### src/rtl/neopix_pkg.sv
// Shared definitions for the NeoPixel pattern generator: mode encoding and
// the GRB pixel word layout.
package neopix_pkg;

  typedef enum logic [1:0] {
    MODE_RAMP  = 2'd0,
    MODE_CHASE = 2'd1,
    MODE_FILL  = 2'd2,
    MODE_BLANK = 2'd3
  } mode_e;

  localparam int PIXEL_W = 24;
  localparam int G_OFS   = 16;
  localparam int R_OFS   = 8;
  localparam int B_OFS   = 0;

endpackage

### src/rtl/neopix_frame_timer.sv
// Free-running frame period counter: counts 0..FRAME_DIV-1 and asserts tick
// combinationally during the terminal count.
module neopix_frame_timer #(
  parameter int FRAME_DIV = 524288
) (
  input  logic clk_i,
  input  logic rst_i,
  output logic tick_o
);

  localparam int CW = (FRAME_DIV > 1) ? $clog2(FRAME_DIV) : 1;
  localparam logic [CW-1:0] LAST = CW'(FRAME_DIV - 1);

  logic [CW-1:0] cnt_q;
  logic [CW-1:0] cnt_d;

  assign tick_o = (cnt_q == LAST);

  // Next count: wrap to zero after the terminal count.
  always_comb begin
    cnt_d = tick_o ? '0 : cnt_q + CW'(1);
  end

  // Counter register with synchronous reset.
  always_ff @(posedge clk_i) begin
    if (rst_i) cnt_q <= '0;
    else       cnt_q <= cnt_d;
  end

endmodule

### src/rtl/neopix_pattern_gen.sv
// NeoPixel animation engine: frame tick pacing, accept handshake against the
// serializer busy flag, pattern state and per-pixel frame rendering.
// Optional feature macro: NEOPIX_BRIGHTNESS_EN adds a global brightness input
// that scales every channel byte before it is registered into data_out.
module neopix_pattern_gen
  import neopix_pkg::*;
#(
  parameter int NUM_PIXELS = 24,
  parameter int FRAME_DIV  = 524288,
  parameter int MAX_LEVEL  = 100
) (
  input  logic                          CLK,
  input  logic                          RST,
  input  logic                          enable,
  input  logic [1:0]                    mode,
`ifdef NEOPIX_BRIGHTNESS_EN
  input  logic [7:0]                    brightness,
`endif
  input  logic                          tx_busy,
  output logic                          start_tx,
  output logic [PIXEL_W*NUM_PIXELS-1:0] data_out,
  output logic                          overrun
);

  // pos needs one value beyond the last pixel for the FILL blank frame.
  localparam int PW = $clog2(NUM_PIXELS + 1);
  localparam logic [7:0]    MAX_L    = 8'(MAX_LEVEL);
  localparam logic [PW-1:0] POS_LAST = PW'(NUM_PIXELS - 1);
  localparam logic [PW-1:0] POS_END  = PW'(NUM_PIXELS);

`ifdef NEOPIX_BRIGHTNESS_EN
  function automatic logic [7:0] scale_level(input logic [7:0] lvl, input logic [7:0] br);
    logic [15:0] prod;
    prod = 16'(lvl) * 16'(br);
    return prod[15:8];
  endfunction
`endif

  logic tick;
  logic tick_en;
  logic accept;
  logic blackout;

  logic pending_q, pending_d;
  logic overrun_q, overrun_d;
  logic vld_p0_q;
  logic start_tx_q;

  logic [7:0]    r_q, r_d, g_q, g_d, b_q, b_d;
  logic [PW-1:0] pos_q, pos_d;
  logic [1:0]    last_mode_q, last_mode_d;

  logic [PIXEL_W*NUM_PIXELS-1:0] frame_d;
  logic [PIXEL_W*NUM_PIXELS-1:0] data_q;

  neopix_frame_timer #(
    .FRAME_DIV(FRAME_DIV)
  ) u_timer (
    .clk_i (CLK),
    .rst_i (RST),
    .tick_o(tick)
  );

  assign tick_en = tick & enable;
  // The two cycles after an accept are the data/pulse pipeline; holding off
  // there guarantees one start_tx per accepted frame.
  assign blackout = vld_p0_q | start_tx_q;
  assign accept   = enable & ~tx_busy & ~blackout & (pending_q | tick);

  // Pending/overrun bookkeeping: ticks coalesce while a frame waits.
  always_comb begin
    pending_d = pending_q;
    overrun_d = overrun_q;
    if (tick_en && pending_q) overrun_d = 1'b1;
    if (accept)       pending_d = 1'b0;
    else if (tick_en) pending_d = 1'b1;
  end

  // Animation state step on accept; a mode change restarts from zero.
  always_comb begin
    r_d         = r_q;
    g_d         = g_q;
    b_d         = b_q;
    pos_d       = pos_q;
    last_mode_d = last_mode_q;
    if (accept) begin
      last_mode_d = mode;
      if (mode != last_mode_q) begin
        r_d   = '0;
        g_d   = '0;
        b_d   = '0;
        pos_d = '0;
      end else begin
        case (mode)
          MODE_RAMP: begin
            if (r_q < MAX_L)      r_d = r_q + 8'd1;
            else if (g_q < MAX_L) g_d = g_q + 8'd1;
            else if (b_q < MAX_L) b_d = b_q + 8'd1;
            else begin
              r_d = '0;
              g_d = '0;
              b_d = '0;
            end
          end
          MODE_CHASE: pos_d = (pos_q >= POS_LAST) ? '0 : pos_q + PW'(1);
          MODE_FILL:  pos_d = (pos_q >= POS_END)  ? '0 : pos_q + PW'(1);
          default: ;
        endcase
      end
    end
  end

  for (genvar i = 0; i < NUM_PIXELS; i++) begin : g_pix
    localparam int PH = i % 3;
    localparam logic [PW-1:0] IDX = PW'(i);
    logic [7:0] g_c, r_c, b_c;
    logic [PIXEL_W-1:0] pix;

    // Channel levels for this pixel from the post-step state.
    always_comb begin
      g_c = '0;
      r_c = '0;
      b_c = '0;
      case (mode)
        MODE_RAMP: begin
          if (PH == 0)      r_c = r_d;
          else if (PH == 1) g_c = g_d;
          else              b_c = b_d;
        end
        MODE_CHASE: begin
          if (pos_d == IDX) begin
            g_c = MAX_L;
            r_c = MAX_L;
            b_c = MAX_L;
          end
        end
        MODE_FILL: begin
          if ((IDX <= pos_d) && (pos_d < POS_END)) begin
            if (PH == 0)      r_c = MAX_L;
            else if (PH == 1) g_c = MAX_L;
            else              b_c = MAX_L;
          end
        end
        default: ;
      endcase
    end

    // Pack the GRB word, optionally scaled by the global brightness.
    always_comb begin
      pix = '0;
`ifdef NEOPIX_BRIGHTNESS_EN
      pix[G_OFS +: 8] = scale_level(g_c, brightness);
      pix[R_OFS +: 8] = scale_level(r_c, brightness);
      pix[B_OFS +: 8] = scale_level(b_c, brightness);
`else
      pix[G_OFS +: 8] = g_c;
      pix[R_OFS +: 8] = r_c;
      pix[B_OFS +: 8] = b_c;
`endif
    end

    assign frame_d[(NUM_PIXELS-i)*PIXEL_W-1 -: PIXEL_W] = pix;
  end

  // State, frame register and the two-stage start pulse pipeline.
  always_ff @(posedge CLK) begin
    if (RST) begin
      pending_q   <= 1'b0;
      overrun_q   <= 1'b0;
      vld_p0_q    <= 1'b0;
      start_tx_q  <= 1'b0;
      r_q         <= '0;
      g_q         <= '0;
      b_q         <= '0;
      pos_q       <= '0;
      last_mode_q <= '0;
      data_q      <= '0;
    end else begin
      pending_q   <= pending_d;
      overrun_q   <= overrun_d;
      vld_p0_q    <= accept;
      start_tx_q  <= vld_p0_q;
      r_q         <= r_d;
      g_q         <= g_d;
      b_q         <= b_d;
      pos_q       <= pos_d;
      last_mode_q <= last_mode_d;
      if (accept) data_q <= frame_d;
    end
  end

  assign start_tx = start_tx_q;
  assign data_out = data_q;
  assign overrun  = overrun_q;

endmodule
### config.mk
export PLATFORM = sky130hd
export DESIGN_NAME = neopix_pattern_gen
export DESIGN_NICKNAME = d
export VERILOG_FILES = /design/src/rtl/neopix_pkg.sv /design/src/rtl/neopix_frame_timer.sv /design/src/rtl/neopix_pattern_gen.sv
export SDC_FILE = /design/constraint.sdc
export NUM_CORES = 1
export LEC_CHECK = 0
export CAP_MARGIN = 5
export CORE_AREA = 8 8 220 222
export CTS_CLUSTER_SIZE = 20
export DETAILED_ROUTE_END_ITERATION = 8
export DIE_AREA = 0 0 228 230
export GPL_ROUTABILITY_DRIVEN = 1
export HOLD_SLACK_MARGIN = 0.06
export PLACE_DENSITY = 0.61
export SYNTH_ARGS = -nofsm -noshare
export SYNTH_HDL_FRONTEND = slang
export SYNTH_HIERARCHICAL = 1
export SYNTH_SLANG_ARGS = --single-unit
### constraint.sdc
create_clock -name CLK -period 6.2 [get_ports CLK]
set_input_delay 1.24 -clock CLK [delete_from_list [all_inputs] [get_ports CLK]]
set_output_delay 1.24 -clock CLK [all_outputs]
set_load 0.02 [all_outputs]
==> flow_summary.json <==
{
  "outcome": "complete, no violations",
  "dp_hpwl_um": 27000,
  "synth_cell_types": 76,
  "core_sq_um": 44900,
  "fin_tns_setup_ps": 0,
  "grt_pass1_vias": 8208,
  "first_iter_violations": 507,
  "seqCellArea_sq_um": 3300,
  "vias_per_cell": 4.15,
  "synth.area.top_cells": "buf_4, dfxtp_1, a211o_1",
  "synth-edff-count": 0,
  "grt_overflow": 0,
  "path_clk_slew_ps": 70,
  "cts_hold_buf": 0,
  "die_h_um": 230,
  "yosysSeqAreaShare_pct": 31.5,
  "cts_setup_buffers": 0,
  "root_buffer": "clkbuf_16",
  "min_from": "u_timer/cnt_q[0]$_SDFF_PP0_",
  "synth_seq_cells": 165,
  "maxCapViolations": 0,
  "syn_avg_cell_area_sq_um": 8.39,
  "drive_gt1_share_pct": 5.19,
  "synth_cells": 1251,
  "syn_area_sq_um": 10500,
  "synth_top_area_share_pct": 33.2,
  "drc": 0,
  "stdcell_count": 1968,
  "r2r-end": "data_out[118]$_SDFFE_PP0P_",
  "track_usage_pct": 12.1,
  "io_buffers": 343,
  "synthArstFlopShare_pct": 0,
  "yosys_warnings": 6,
  "whs_endpoint": "u_timer/cnt_q[0]$_SDFF_PP0_",
  "fin_worst_skew_ps": 16.0,
  "cp_max_fo": 17,
  "totalWireLength_um": 34200,
  "finalMaxSlewViolations": 0,
  "maxSlewHeadroom_pct": 29.7,
  "finalNetCount": 1371,
  "ioPinCount": 584,
  "numCtsBuffers": 17,
  "path_class": "input port to flop",
  "layout_common_cells": "clkdlybuf4s50_1, conb_1, dfxtp_1",
  "worst_ir_drop_vdd_mv": 0.161,
  "antenna_left": 0,
  "start_kind": "input port",
  "postSynth.topFlopCell": "dfxtp_1",
  "grt_setup_unrepaired": "no",
  "die_width_um": 228,
  "crit_path_end_kind": "flop",
  "cts_resized": 0,
  "layout_commonest_cell": "clkdlybuf4s50_1",
  "r2r-start": "u_timer/cnt_q[5]$_SDFF_PP0_",
  "num-fill-cells": 4789,
  "fin_crit_sh_pct": 75.7,
  "clockBufferDepth": 2,
  "rows": 78,
  "multiInputGateArea_sq_um": 4380,
  "finalSetupViolations": 0,
  "period_needed_ps": 4700,
  "hold_violations": 0,
  "htreeDepth": 4,
  "drt_first_pass_iters": 6,
  "grt_max_degree": 96,
  "grt_antenna_before_repair": 0,
  "n_antenna_cell": 0,
  "cts_tree": "done",
  "area_growth_pct": 20.2,
  "min_path_type": "flop to flop",
  "whs_path_depth": 1,
  "wl_per_cell_um": 17.4,
  "cp.required_ps": 6570,
  "die-area_sq_um": 52400,
  "r2r_setup_slack_ps": 1910,
  "worstSkewPairLatency_ps": 430,
  "arrival_ps": 5070,
  "grt_pass1_wl_um": 51100,
  "via_count": 8173,
  "yosysTopAreaCell": "buf_4",
  "gp_congestion": 0.833,
  "powerDensity_nw_per_um2": 186,
  "worst_pin_slew_ps": 1050,
  "cts_sinks": 165,
  "p_leak_nw": 5.15,
  "worstRegToRegCells": 11,
  "initial_core_util_pct": 23.4,
  "placedCellCount": 1936,
  "max_freq_mhz": 213
}
==> logic make-up after synthesis <==
kind of cell / Yosys count / share of synthesized area, %
other cells: 1 / 0.0357
fa+ha+maj: 10 / 1.19
simple gates: 284 / 13.1
flops: 165 / 31.5
buf+inv: 524 / 35.4
mux: 3 / 0.286
compound gates: 249 / 17.2
xor+xnor: 15 / 1.25
==> flip-flops by register name, summed over array words and instances (netlist names) <==
name	flops
g_q	8
u_timer/cnt_q	19
overrun	1
vld_p0_q	1
last_mode_q	2
pending_q	1
r_q	8
data_out	111
b_q	8
pos_q	5
start_tx	1
==> routing by layer <==
metal / vias to the layer above / track usage (%) / part of all wire (%)
li1: 3819 / - / -
met1: 3920 / 14.3 / 40
met2: 411 / 21.0 / 50
met3: 23 / 3.80 / 8.5
met4: 0 / 2.93 / 1.0
met5: - / 0 / 0
==> power by group <==
group	switching, mW	leakage (nW)	total (mW)	internal, mW
logic	0.178	3.52	0.192	0.0138
clock network	0.510	0.300	1.09	0.582
registers	0.00169	1.33	1.06	1.06
==> through the flow <==
stage                     hold slack (ps)  worst slack [ps]  cell area, sq um  power, mW  util, %
after detailed placement              449              1100             12000       1.27     26.8
final                                 461              1500             12600       2.35     28.1
after global routing                  479              1210             12600       2.43     28.1
after global placement                439              1140             12000       1.27     26.8
after CTS                             464              1560             12600       2.37     28.1
after floorplan                       425              2550             11400       1.37        -
==> layout make-up <==
class                      instances  area share (%)
clock buffer                      17            3.37
clock inverter                    15            1.46
inverter                          15           0.446
multi-input combinational        801            34.7
sequential                       165            26.2
tap                              600            5.95
timing repair buffer             355            27.9
==> worst max-delay path, cell delays in order <==
cell and delay, ps:
clkdlybuf4s50_1 530, inv_1 130, ha_1 600, and4b_1 270, a22oi_1 380, and2_1 210, a32o_1 560, nand2_1 360
or4_1 660, nand2_1 100
==> synth_stat cells (all sizes together) (4+ instances only) <==
cell type / instances
a2111o: 4
a211o: 48
a211oi: 8
a21oi: 46
a22o: 5
a22oi: 8
a31oi: 10
a32o: 5
a32oi: 5
and2: 4
and3: 6
and4: 4
buf: 473
clkbuf: 36
dfxtp: 165
ha: 10
inv: 15
nand2: 96
nand3: 24
nand3b: 6
nand4: 12
nor2: 77
nor3: 17
nor4: 8
o21ai: 58
o31ai: 7
or2: 7
or3: 6
or4: 5
xnor2: 7
xor2: 8
==> how the worst max path moves through the flow <==
stage	from	end	cells after the start
floorplan	mode[0]	data_out[506]$_SDFFE_PP0P_	11
global placement	mode[0]	data_out[62]$_SDFFE_PP0P_	10
detailed placement	mode[0]	data_out[62]$_SDFFE_PP0P_	10
CTS	mode[0]	data_out[62]$_SDFFE_PP0P_	10
global route	mode[0]	data_out[62]$_SDFFE_PP0P_	10
finish	mode[0]	data_out[62]$_SDFFE_PP0P_	10
Power figures use the tool's default switching activity.
